`src/rtl/sdram_arbiter.sv`:
```
`default_nettype none
// ============================================================================
//  Module   : sdram_arbiter
//  Purpose  : Two-port arbiter in front of a single SDRAM controller.
//             Port A is an 8-bit CPU port, port B is a 16-bit DMA/loader
//             port. Each access is one strobe pulse (sd_we or sd_rd) held
//             until the controller reports sd_ready.
//  Revision : 1.0 - initial release
// ----------------------------------------------------------------------------
//  Ports
//    clk, init_n              : clock, asynchronous active-low reset
//    a_req/a_we/a_addr/a_din  : port A request (8-bit data)
//    a_dout/a_ack             : port A read data, one-cycle completion pulse
//    b_req/b_we/b_addr/b_din  : port B request (16-bit data)
//    b_wtbt                   : port B byte enables for writes
//    b_dout/b_ack             : port B read data, one-cycle completion pulse
//    sd_addr/sd_din/sd_wtbt   : registered command to the controller
//    sd_we/sd_rd              : write / read strobes
//    sd_dout/sd_ready         : controller read data and ready flag
//  Parameters
//    A_PRIORITY               : 1 = A wins ties, 0 = round-robin on ties
// ============================================================================
module sdram_arbiter #(
  parameter int A_PRIORITY = 1
) (
  input  logic        clk,
  input  logic        init_n,
  input  logic        a_req,
  input  logic        a_we,
  input  logic [24:0] a_addr,
  input  logic [7:0]  a_din,
  output logic [7:0]  a_dout,
  output logic        a_ack,
  input  logic        b_req,
  input  logic        b_we,
  input  logic [24:0] b_addr,
  input  logic [15:0] b_din,
  input  logic [1:0]  b_wtbt,
  output logic [15:0] b_dout,
  output logic        b_ack,
  output logic [24:0] sd_addr,
  output logic [15:0] sd_din,
  output logic [1:0]  sd_wtbt,
  output logic        sd_we,
  output logic        sd_rd,
  input  logic [15:0] sd_dout,
  input  logic        sd_ready
);

  typedef enum logic [1:0] {
    S_IDLE  = 2'd0,
    S_GUARD = 2'd1,
    S_WAIT  = 2'd2
  } state_t;

  state_t      r_state;
  state_t      w_next_state;
  logic        w_start;
  logic        w_pick_b;
  logic        w_done;
  logic        r_grant_b;
  logic        r_last_b;
  logic [24:0] r_sd_addr;
  logic [15:0] r_sd_din;
  logic [1:0]  r_sd_wtbt;
  logic        r_sd_we;
  logic        r_sd_rd;
  logic        r_a_ack;
  logic        r_b_ack;
  logic [7:0]  r_a_dout;
  logic [15:0] r_b_dout;
  logic [1:0]  w_b_wtbt;
  logic        w_unused_b_addr0;

  // Port B is word addressed; its LSB is forced to zero on the bus.
  assign w_unused_b_addr0 = b_addr[0];

  // A write with no byte enables means a full-word write; reads are always
  // full-word.
  assign w_b_wtbt = !b_we ? 2'b11 : ((b_wtbt == 2'b00) ? 2'b11 : b_wtbt);

  always_comb begin
    w_next_state = r_state;
    w_start      = 1'b0;
    w_done       = 1'b0;
    // Tie-break: fixed A-first, or the port not granted last.
    if (a_req && b_req)
      w_pick_b = (A_PRIORITY != 0) ? 1'b0 : !r_last_b;
    else
      w_pick_b = b_req;
    case (r_state)
      S_IDLE: begin
        // The ack cycle is skipped so the requester can drop its request
        // and so the strobe stays low for a full cycle between accesses.
        if (sd_ready && !r_a_ack && !r_b_ack && (a_req || b_req)) begin
          w_start      = 1'b1;
          w_next_state = S_GUARD;
        end
      end
      // The controller samples the strobe one cycle late, so sd_ready is
      // still stale here.
      S_GUARD: w_next_state = S_WAIT;
      S_WAIT: begin
        if (sd_ready) begin
          w_done       = 1'b1;
          w_next_state = S_IDLE;
        end
      end
      default: w_next_state = S_IDLE;
    endcase
  end

  always_ff @(posedge clk or negedge init_n) begin
    if (!init_n) r_state <= S_IDLE;
    else         r_state <= w_next_state;
  end

  always_ff @(posedge clk or negedge init_n) begin
    if (!init_n) begin
      r_grant_b <= 1'b0;
      r_last_b  <= 1'b1;
      r_sd_addr <= '0;
      r_sd_din  <= '0;
      r_sd_wtbt <= '0;
      r_sd_we   <= 1'b0;
      r_sd_rd   <= 1'b0;
      r_a_ack   <= 1'b0;
      r_b_ack   <= 1'b0;
      r_a_dout  <= '0;
      r_b_dout  <= '0;
    end else begin
      r_a_ack <= 1'b0;
      r_b_ack <= 1'b0;
      if (w_start) begin
        r_grant_b <= w_pick_b;
        r_last_b  <= w_pick_b;
        if (w_pick_b) begin
          r_sd_addr <= {b_addr[24:1], 1'b0};
          r_sd_din  <= b_din;
          r_sd_wtbt <= w_b_wtbt;
          r_sd_we   <= b_we;
          r_sd_rd   <= !b_we;
        end else begin
          r_sd_addr <= a_addr;
          r_sd_din  <= {a_din, a_din};
          r_sd_wtbt <= 2'b00;
          r_sd_we   <= a_we;
          r_sd_rd   <= !a_we;
        end
      end
      if (w_done) begin
        r_sd_we <= 1'b0;
        r_sd_rd <= 1'b0;
        if (r_grant_b) begin
          r_b_ack <= 1'b1;
          if (r_sd_rd) r_b_dout <= sd_dout;
        end else begin
          r_a_ack <= 1'b1;
          if (r_sd_rd) r_a_dout <= sd_dout[7:0];
        end
      end
    end
  end

  assign sd_addr = r_sd_addr;
  assign sd_din  = r_sd_din;
  assign sd_wtbt = r_sd_wtbt;
  assign sd_we   = r_sd_we;
  assign sd_rd   = r_sd_rd;
  assign a_ack   = r_a_ack;
  assign b_ack   = r_b_ack;
  assign a_dout  = r_a_dout;
  assign b_dout  = r_b_dout;

endmodule
`default_nettype wire

```
`config.mk`:
```
export PLATFORM = sky130hd
export DESIGN_NAME = sdram_arbiter
export DESIGN_NICKNAME = d
export VERILOG_FILES = /design/src/rtl/sdram_arbiter.sv
export SDC_FILE = /design/constraint.sdc
export NUM_CORES = 1
export LEC_CHECK = 0
export ABC_AREA = 1
export BUFFER_PORTS_ARGS = -buffer_cell sky130_fd_sc_hd__clkbuf_2
export CAP_MARGIN = 20
export CORE_UTILIZATION = 30
export CTS_BUF_LIST = sky130_fd_sc_hd__clkbuf_16
export CTS_CLUSTER_DIAMETER = 40
export CTS_CLUSTER_SIZE = 24
export DETAILED_ROUTE_END_ITERATION = 10
export HOLD_SLACK_MARGIN = 0.06
export MAX_ROUTING_LAYER = met4
export SLEW_MARGIN = 25
export SYNTH_ARGS = -nofsm -noshare
export SYNTH_HDL_FRONTEND = slang
export SYNTH_SLANG_ARGS = --single-unit
```
`constraint.sdc`:
```
create_clock -name clk -period 1.3 [get_ports clk]
set_clock_uncertainty 0.05 [all_clocks]
set_input_delay 0.26 -clock clk [delete_from_list [all_inputs] [get_ports clk]]
set_output_delay 0.26 -clock clk [all_outputs]
set_load 0.005 [all_outputs]
```
==> results.md, run 1 <==
* CTS tree: yes
* Fin crit share at 101%
* Reg2reg end: sd_addr[22]$_DFFE_PN0P_
* Critical path required time at 1.47 ns
* Crit path max-delay family: simple AND/OR/NAND/NOR gates
* Worst Hold End: b_dout[13]$_DFFE_PN0P_
* CP Cell Sequence: inv_1 -> nand2_2 -> nor2_4 -> nand2_8 -> clkbuf_16 -> nand2_1 -> nand2_1
* Setup tns final at -0.132 ns
* Status: finished with violations
* Vias per Instance at 4.42
* Worst Tran Pin Value at 0.336 ns
* DRT Pass-1 Iters at 4
* Slowest CP cell: dfrtp_1
* Via count at 3442
* Die area at 11900 um2
* Worst setup EP type: register
* Fin. Hold Viols at 0
* Hold path start: sd_dout[13]
* Die width at 109 um
* RePlAce Congestion at 0.735
* Setup violators final at 18
* Syn Inst Count at 445
* Final total power at 10.7 mW
* Die height at 109 um
* Initial core utilization at 31.3%
* Clock Tree Buf Depth at 2
* Crit start category: register
* Mapped Nets at 544
* RR Startpoint: r_state[1]$_DFFE_PN0P_
* CORE AREA at 11000 um2
* H-tree depth at 3
* Multiplexer share of the synthesized area at 0%
* Core Rows at 38
* Mapped cell area at 3450 um2
* Slew Limit Fails at 0
* Layout area overhead at 55.8%
* Hold WC Path Type: input pin to register
* Crit-path max FO at 7
* Max VDD drop at 1.09 mV
* Routed length per instance at 13.2 um
* Top Ports at 170
* First-pass GRT wire length at 15000 um
* Sequential-to-total area share from yosys stat at 53.7%
* Post-synthesis adder-cell area fraction at 0%
* R2r worst-path depth at 7
* Largest net degree at the start of global routing at 33
* Cell leakage power at 3.11 nW
* Synth Area in XOR/XNOR at 0%
* Worst-path clk slew at 0.06 ns
* Placed instance area at 4570 um2
* Simple-gate share of the synthesized area at 35.3%
* Most frequent cell on the critical path: nand2_1
* Num CTS Buffers at 9
* Flops & latches, synth at 74
* Crit path kind: register to register
* WHS Path Cells at 3
* Dpl hpwl at 6890 um
* Bufs and invs on worst path at 2
* Cell count after placement at 749
* IO buf count at 168
* Number of remaining DRC errors at 0
* GRT overflow at 0
* Synth Area per Inst at 7.75 um2
* Worst slew margin at 77.6%
* Worst path arrival time at 1.49 ns
* Main combinational cell family by area after synthesis: simple AND/OR/NAND/NOR gates
* Crit path largest cell delay at 0.43 ns
* Routed WL at 10300 um
* Max Fclk at 759 MHz
* Share of Yosys cell area claimed by the top area cell type at 53.7%
* Post-layout minimum cycle time at 1.32 ns
* Layout cell share with drive strength beyond 1 at 46.2%
* Ys Warns at 0
* FF-to-FF setup slack at -0.02 ns
* Fin worst setup slack at -0.0177 ns
* GRT Util Overall at 16.6%
* Root buffer cell: clkbuf_16
* Synth area leaders: dfrtp_1, nand2_1, o21ai_2
* Clk_lat worst skew at 0.33 ns
* Post-layout nets at 733
* Ant. Diodes at 0
* Synth area leader: dfrtp_1
* Antenna-violating nets left at 0
* Violated checks: setup timing
* Final Non-Filler Cells at 779
* Max-cap violations at 0
* RSZ-0062 raised after global routing: true
* Compound-Gate Fraction of Synth Area at 4.79%
* Sink Count at 74
* Initial antenna violation count at 0
* Detailed Route Iter0 Violations at 158
* Final instance area at 5370 um2
* Pwr Density at 1990 nW/um2
* Synth cell types at 16
* Vias in the first global route at 3256
-- stage by stage --
stage / hold WS, ns / setup WS, ns / utilization [%]
after floorplan: -0.0856 / 0.140 / -
after global placement: 0.139 / 0.0666 / 41.4
after detailed placement: 0.143 / 0.0390 / 41.4
after CTS: 0.0893 / 0.0179 / 44.6
after global routing: 0.0996 / -0.0788 / 48.7
final: 0.100 / -0.0177 / 48.7
-- cell usage in the layout (no fill, tap or decap), types with 3 or more instances in the layout --
cell type   Yosys  final
nor2_1          6      4
inv_1          16     15
clkbuf_2        0    167
nand3_1        14     11
buf_4           0      9
o21ai_2        16     19
nand2_4         0      9
buf_6           7      3
clkbuf_16       0     15
nand3_2         2      4
clkinvlp_4      0      3
nand2_2         1     38
nand2_1       284    237
inv_2           3      4
buf_12          0     11
dfrtp_1        74     73
nor2_4          1      5
-- worst min-delay path, stage by stage --
cell      delay, ns
clkbuf_2       0.08
nand3_1        0.07
nand2_1        0.04
-- timing repair --
item	in CTS	in global routing
pin swaps	0	18
gates cloned	0	9
endpoints found under the hold margin	20	0
buffers inserted	2	2
endpoints found under the setup margin	1	70
gates resized for setup	1	75
hold buffers	1	0
-- worst max path at each step --
stage	endpoint	start	cells past startpoint	slack, ns
CTS	b_dout[11]$_DFFE_PN0P_	r_state[0]$_DFFE_PN0P_	5	0.02
global placement	sd_rd$_DFFE_PN0P_	b_ack$_DFF_PN0_	6	0.07
finish	sd_addr[22]$_DFFE_PN0P_	r_state[1]$_DFFE_PN0P_	7	-0.02
global route	sd_din[14]$_DFFE_PN0P_	r_state[1]$_DFFE_PN0P_	7	-0.08
floorplan	a_dout[5]$_DFFE_PN0P_	r_state[1]$_DFFE_PN0P_	6	0.14
detailed placement	sd_rd$_DFFE_PN0P_	b_ack$_DFF_PN0_	6	0.04
-- Yosys cell counts --
| cell | n |
|---|---|
| nand2_1 | 284 |
| dfrtp_1 | 74 |
| inv_1 | 16 |
| o21ai_2 | 16 |
| nand3_1 | 14 |
| buf_2 | 13 |
| buf_6 | 7 |
| nor2_1 | 6 |
| o21ai_1 | 4 |
| inv_2 | 3 |
| nand3_2 | 2 |
| nor2_2 | 2 |
| a21oi_1 | 1 |
| nand2_2 | 1 |
| nand3b_1 | 1 |
| nor2_4 | 1 |
-- layer usage --
layer / up-vias / GRT usage (%) / routed length (um)
met5: - / - / 0
met4: 0 / 6.57 / 152
met3: 12 / 3.35 / 593
met2: 108 / 25.9 / 4820
met1: 1585 / 21.0 / 4740
li1: 1737 / - / -
-- cell families after synthesis --
| logic type | count (synthesis) |
|---|---|
| simple gates | 311 |
| flops | 74 |
| buf+inv | 39 |
| compound gates | 21 |
-- flip-flops by register name, summed over array words and instances, names as in the netlist --
| name | cells |
|---|---|
| b_dout | 16 |
| r_state | 2 |
| a_ack | 1 |
| a_dout | 8 |
| sd_wtbt | 2 |
| sd_rd | 1 |
| r_grant_b | 1 |
| sd_din | 16 |
| b_ack | 1 |
| sd_addr | 25 |
| sd_we | 1 |
-- power breakdown --
group / switching, mW / internal, mW / leakage [nW]
sequential: 0.695 / 3.29 / 0.950
clock: 1.00 / 1.69 / 0.149
combinational: 2.00 / 2.02 / 2.01
total: 3.70 / 7.00 / 3.11
-- area by class of cell --
| type | count | area, um2 |
|---|---|---|
| clock buffers | 9 | 225 |
| clock inverters | 7 | 100 |
| fillers | 1079 | 5660 |
| inverters | 19 | 71.3 |
| multi-input cells | 332 | 1620 |
| flip-flops and latches | 74 | 1850 |
| well taps | 140 | 175 |
| repair buffers | 198 | 1330 |
Note: power is estimated with default switching activity, not from simulation.
==> run 2, diff against run 1 <==
--- a/config.mk
+++ b/config.mk
@@ -6,7 +6,7 @@
 export NUM_CORES = 1
 export LEC_CHECK = 0
 export ABC_AREA = 1
-export BUFFER_PORTS_ARGS = -buffer_cell sky130_fd_sc_hd__clkbuf_2
+export BUFFER_PORTS_ARGS = -buffer_cell sky130_fd_sc_hd__buf_4
 export CAP_MARGIN = 20
 export CORE_UTILIZATION = 30
 export CTS_BUF_LIST = sky130_fd_sc_hd__clkbuf_16
@@ -19,3 +19,4 @@
 export SYNTH_ARGS = -nofsm -noshare
 export SYNTH_HDL_FRONTEND = slang
 export SYNTH_SLANG_ARGS = --single-unit
+export TNS_END_PERCENT = 10
==> results.md, run 2 (synthesis results as in run 1) <==
* Dpl hpwl at 6830 um (-0.79%)
* Clk_lat worst skew at 0.33 ns (about the same)
* Critical path required time at 1.47 ns (about the same)
* Worst-path clk slew at 0.06 ns (about the same)
* Post-layout nets at 730 (-0.41%)
* Worst Tran Pin Value at 0.386 ns (+0.0495 ns)
* DRT Pass-1 Iters at 4 (unchanged)
* Routed WL at 10100 um (-2.1%)
* H-tree depth at 3 (unchanged)
* Max reg flops at 25 (unchanged)
* RePlAce Congestion at 0.745 (+1.3%)
* Die area at 11900 um2 (unchanged)
* Final total power at 10.9 mW (+1.8%)
* Cell leakage power at 3.14 nW (+1.1%)
* Sink Count at 74 (unchanged)
* Vias per Instance at 4.40 (-0.37%)
* Max-cap violations at 0 (unchanged)
* Via count at 3416 (-0.76%)
* GRT Util Overall at 16.6% (about the same)
* Number of remaining DRC errors at 0 (unchanged)
* Layout area overhead at 62.7%
* Hold WC Path Type: input pin to register
* Worst slew margin at 74.3% (-3.3 points)
* Pwr Density at 1940 nW/um2 (-2.5%)
* Layout cell share with drive strength beyond 1 at 43.9% (-2.3 points)
* Routed length per instance at 13.0 um (-1.8%)
* Vias in the first global route at 3281 (+0.77%)
* Fin. Hold Viols at 0 (unchanged)
* Crit start category: register
* Capture point of the worst path: sd_addr[21]$_DFFE_PN0P_
* RR Startpoint: r_state[0]$_DFFE_PN0P_
* Post-layout minimum cycle time at 1.31 ns (-0.0106 ns)
* Fin crit share at 101% (-0.82 points)
* Fill cell count at 1097 (+1.7%)
* Crit-path max FO at 7 (unchanged)
* Largest net degree at the start of global routing at 75 (+130%)
* Crit path kind: register to register
* Max Fclk at 765 MHz (+0.81%)
* IO buf count at 168 (unchanged)
* Clock Tree Buf Depth at 2 (unchanged)
* Violated checks: setup timing
* Root buffer cell: clkbuf_16
* Top Ports at 170 (unchanged)
* Commonest cells after routing, fill and taps aside: nand2_1, buf_4, dfrtp_1, nand2_2, o21ai_2
* Fin worst setup slack at -0.00704 ns (+0.0106 ns)
* Worst setup EP type: register
* Initial core utilization at 31.3% (unchanged)
* Placement Setup Slack at 0.0532 ns (+0.0142 ns)
* Antenna-violating nets left at 0 (unchanged)
* FF-to-FF setup slack at -0.007 ns (about the same)
* Detailed Route Iter0 Violations at 131 (-17%)
* First-pass GRT wire length at 15100 um (+0.69%)
* Smallest hold slack at 0.105 ns (+0.00515 ns)
* Die height at 109 um (unchanged)
* Core Rows at 38 (unchanged)
* RSZ-0062 raised after global routing: true
* R2r worst-path depth at 7 (unchanged)
* Setup violators final at 1 (-17)
* Hold path start: sd_dout[15]
* Multi-input gate area at 1520 um2 (-6.0%)
* Initial antenna violation count at 0 (unchanged)
* WHS Path Cells at 3 (unchanged)
* Num CTS Buffers at 9 (unchanged)
* Worst path arrival time at 1.47 ns (-0.02 ns)
* Commonest non-fill, non-tap cell in the layout: nand2_1
* CORE AREA at 11000 um2 (unchanged)
* Die width at 109 um (unchanged)
* Worst setup path startpoint: r_state[0]$_DFFE_PN0P_
* Ant. Diodes at 0 (unchanged)
* GRT overflow at 0 (unchanged)
* Status: finished with violations
* CTS tree: yes
* Slew Limit Fails at 0 (unchanged)
* Max VDD drop at 0.930 mV (-15%)
* Reg2reg end: sd_addr[21]$_DFFE_PN0P_
* Sequential Area at 1850 um2 (unchanged)
-- run 2: routing by layer --
metal | track usage [%] | share of wire, % | up-vias | wire, um
li1 | - | - | 1728 | -
met1 | 21.2 | 46 | 1581 | 4600
met2 | 26.9 | 48 | 103 | 4830
met3 | 4.00 | 6.0 | 4 | 610
met4 | 3.14 | 0.46 | 0 | 46
met5 | - | 0 | - | 0
-- run 2: through the flow --
step           instances  util (%)  TNS (ns)  area (um2)
6_report             776      50.9  -0.00704        5610
4_1_cts              767      48.2         0        5310
3_5_place_dp         748      44.9         0        4960
3_3_place_gp         748      44.9         0        4960
5_1_grt              776      50.9     -4.48        5610
2_1_floorplan        445         -         0        3450
-- run 2: repair_timing --
action | in CTS | in global routing
pin swaps | 0 | 15
setup endpoints to repair | 1 | 65
endpoints found under the hold margin | 74 | 0
resized for setup | 1 | 54
setup buffers | 2 | 2
hold buffers | 1 | 0
gates cloned | 0 | 7
-- run 2: worst min path at each step --
stage,end,slack (ns)
2_1_floorplan,a_ack$_DFF_PN0_,-0.09
3_3_place_gp,sd_addr[3]$_DFFE_PN0P_,0.26
3_5_place_dp,sd_addr[3]$_DFFE_PN0P_,0.26
4_1_cts,b_dout[15]$_DFFE_PN0P_,0.1
5_1_grt,b_dout[15]$_DFFE_PN0P_,0.12
6_report,b_dout[15]$_DFFE_PN0P_,0.11
-- run 2: area by class of cell --
cell class,count,area share (%)
clock buffers,9,4.01
clock inverters,7,1.81
inverters,19,1.27
multi-input cells,332,27.1
flip-flops and latches,74,33.0
well taps,140,3.12
repair buffers,195,29.7
-- run 2: worst max-delay path: stages, from the launching register on --
cell       delay (ns)
dfrtp_1          0.42
inv_2            0.09
nand2_2          0.08
nor2_4           0.12
nand2_4          0.13
clkbuf_16        0.20
nand2_1          0.06
nand2_1          0.05
-- run 2: power breakdown --
group	internal (mW)	switching [mW]
registers	3.29	0.668
clock network	1.70	0.994
logic	2.38	1.86
==> run 3, diff against run 2 <==
==> constraint.sdc (replaced) <==
create_clock -name clk -period 1.25 [get_ports clk]
set_clock_uncertainty 0.05 [all_clocks]
set_input_delay 0.25 -clock clk [delete_from_list [all_inputs] [get_ports clk]]
set_output_delay 0.25 -clock clk [all_outputs]
set_load 0.005 [all_outputs]
==> results.md, run 3 (synthesis results as in run 1) <==
* Placement Setup Slack at 0.00542 ns (-0.0477 ns)
* First-pass GRT wire length at 14400 um (-4.6%)
* DRT Pass-1 Iters at 4 (unchanged)
* Fin worst setup slack at -0.0557 ns (-0.0487 ns)
* Crit-path max FO at 12 (+5)
* Ant. Diodes at 0 (unchanged)
* RePlAce Congestion at 0.748 (+0.48%)
* Die width at 109 um (unchanged)
* CTS tree: yes
* Worst-path clk slew at 0.07 ns (about the same)
* Fill cell count at 1081 (-1.5%)
* Cell leakage power at 3.11 nW (-1.2%)
* Max VDD drop at 0.920 mV (-1.1%)
* Cell count after placement at 747 (-0.13%)
* Post-layout minimum cycle time at 1.31 ns (-0.00134 ns)
* WL met3 at 612 um (+0.33%)
* Sequential Area at 1850 um2 (about the same)
* Routed length per instance at 12.9 um (-0.37%)
* Top Layer Used: met4
* Layout area overhead at 61.1%
* Comb pwr share at 40.2% (+1.3 points)
* Crit start category: register
* Worst Tran Pin Value at 0.392 ns (+0.00569 ns)
* GRT overflow at 0 (unchanged)
* Max Fclk at 766 MHz (+0.10%)
* Sw Pwr at 3.72 mW (+5.6%)
* H-tree depth at 3 (unchanged)
* Dpl hpwl at 6750 um (-1.2%)
* GRT Util Overall at 15.9% (-0.65 points)
* Clock Tree Buf Depth at 2 (unchanged)
* Largest net degree at the start of global routing at 75 (unchanged)
* Routed WL at 10000 um (-0.75%)
* Top Ports at 170 (unchanged)
* Slowest CP cell: dfrtp_1
* Critical path required time at 1.42 ns (-0.05 ns)
* Setup violators final at 47 (+46)
* Hold WC Path Type: input pin to register
* Core Rows at 38 (unchanged)
* Fin. Hold Viols at 0 (unchanged)
* Bufs and invs on worst path at 2 (unchanged)
* Die height at 109 um (unchanged)
* Crit path kind: register to register
* Die area at 11900 um2 (unchanged)
* Via count at 3447 (+0.91%)
* Worst setup EP type: register
* Detailed Route Iter0 Violations at 93 (-29%)
* Number of remaining DRC errors at 0 (unchanged)
* Net Sw Frac at 33.9% (+1.5 points)
* Max-cap violations at 0 (unchanged)
* CORE AREA at 11000 um2 (unchanged)
* Met2 WL at 4740 um (-1.8%)
* Multi-input gate area at 1540 um2 (+0.99%)
* Initial antenna violation count at 0 (unchanged)
* Max reg flops at 25 (unchanged)
* Fin crit share at 104% (+3.9 points)
* IO buf count at 168 (unchanged)
* Antenna-violating nets left at 0 (unchanged)
* Cell-internal power at 7.27 mW (-1.3%)
* Commonest cells after routing, fill and taps aside: nand2_1, buf_4, dfrtp_1, nand2_2, o21ai_2
* Initial core utilization at 31.3% (unchanged)
* Post-layout nets at 727 (-0.41%)
* Crit path max-delay family: flip-flops
* Num CTS Buffers at 9 (unchanged)
* Register share of total power at 37.7% (+1.4 points)
* Layout cell share with drive strength beyond 1 at 43.9% (+0.050 points)
* Violated checks: setup timing
* RSZ-0062 raised after global routing: true
* Sink Count at 74 (unchanged)
* Crit path largest cell delay at 0.42 ns (about the same)
* Final Non-Filler Cells at 773 (-0.39%)
* Status: finished with violations
* Vias per Instance at 4.46 (+1.3%)
* CP Cell Sequence: inv_2 -> nand2_4 -> nor2_4 -> nand2_4 -> clkbuf_16 -> nand2_1 -> nand2_1
* Clk_lat worst skew at 0.32 ns (about the same)
* Commonest non-fill, non-tap cell in the layout: nand2_1
* Vias in the first global route at 3071 (-6.4%)
* Worst path arrival time at 1.47 ns (about the same)
* Worst slew margin at 73.9% (-0.38 points)
* Setup tns final at -1.45 ns (-1.44 ns)
* Met1 WL at 4550 um (-1.1%)
* Pwr Density at 1980 nW/um2 (+2.0%)
* Slew Limit Fails at 0 (unchanged)
* Root buffer cell: clkbuf_16
* Clock network power share at 22.1% (-2.6 points)
[run 3: final timing paths]
| path | startpoint | slack [ns] | endpoint | cells past startpoint |
|---|---|---|---|---|
| setup / recovery | r_state[0]$_DFFE_PN0P_ | -0.06 | sd_din[5]$_DFFE_PN0P_ | 7 |
| hold / removal | sd_dout[15] | 0.09 | b_dout[15]$_DFFE_PN0P_ | 3 |
| setup reg to reg | r_state[0]$_DFFE_PN0P_ | -0.06 | sd_din[5]$_DFFE_PN0P_ | 7 |
| hold reg to reg | sd_din[3]$_DFFE_PN0P_ | 0.43 | sd_din[3]$_DFFE_PN0P_ | 2 |
| max in group asynchronous | init_n | 0.39 | sd_rd$_DFFE_PN0P_ | 3 |
| min in group asynchronous | init_n | 0.44 | sd_addr[4]$_DFFE_PN0P_ | 3 |
[run 3: power by group through the flow]
stage | combinational, mW | clock (mW) | sequential, mW
floorplan | 1.55 | 0 | 4.07
global placement | 3.89 | 0 | 4.04
detailed placement | 3.96 | 0 | 4.05
CTS | 3.96 | 2.50 | 4.04
global route | 4.87 | 2.62 | 4.27
finish | 4.42 | 2.43 | 4.14
[run 3: worst min-delay path, cell delays in order]
cell     delay, ns
buf_4         0.08
nand3_1       0.06
nand2_1       0.05
[run 3: layer usage]
| layer | vias to the layer above | track usage [%] |
|---|---|---|
| met2 | 97 | 25.2 |
| met3 | 11 | 3.59 |
| met1 | 1615 | 20.2 |
| li1 | 1724 | - |
| met5 | - | - |
| met4 | 0 | 5.05 |
[run 3: layout make-up]
| cell class | instances | area share, % |
|---|---|---|
| well taps | 140 | 3.15 |
| inverters | 19 | 1.28 |
| repair buffers | 191 | 29.4 |
| flip-flops and latches | 74 | 33.4 |
| clock buffers | 9 | 4.05 |
| clock inverters | 7 | 1.06 |
| multi-input cells | 333 | 27.6 |
[run 3: timing repair]
action / 4_1_cts / 5_1_grt
setup endpoints to repair: 2 / 71
setup buffers: 0 / 2
hold buffers: 1 / 0
gates cloned: 0 / 7
pin swaps: 0 / 17
endpoints found under the hold margin: 74 / 0
resized for setup: 2 / 52
[run 3: metrics by stage]
step	area, um2	util [%]	hold slack [ns]	power, mW
after floorplan	3450	-	-0.0956	5.62
after global placement	4960	45.0	0.248	7.94
after detailed placement	4960	45.0	0.252	8.01
after CTS	5260	47.7	0.0874	10.5
after global routing	5550	50.4	0.104	11.8
final	5550	50.4	0.0928	11.0
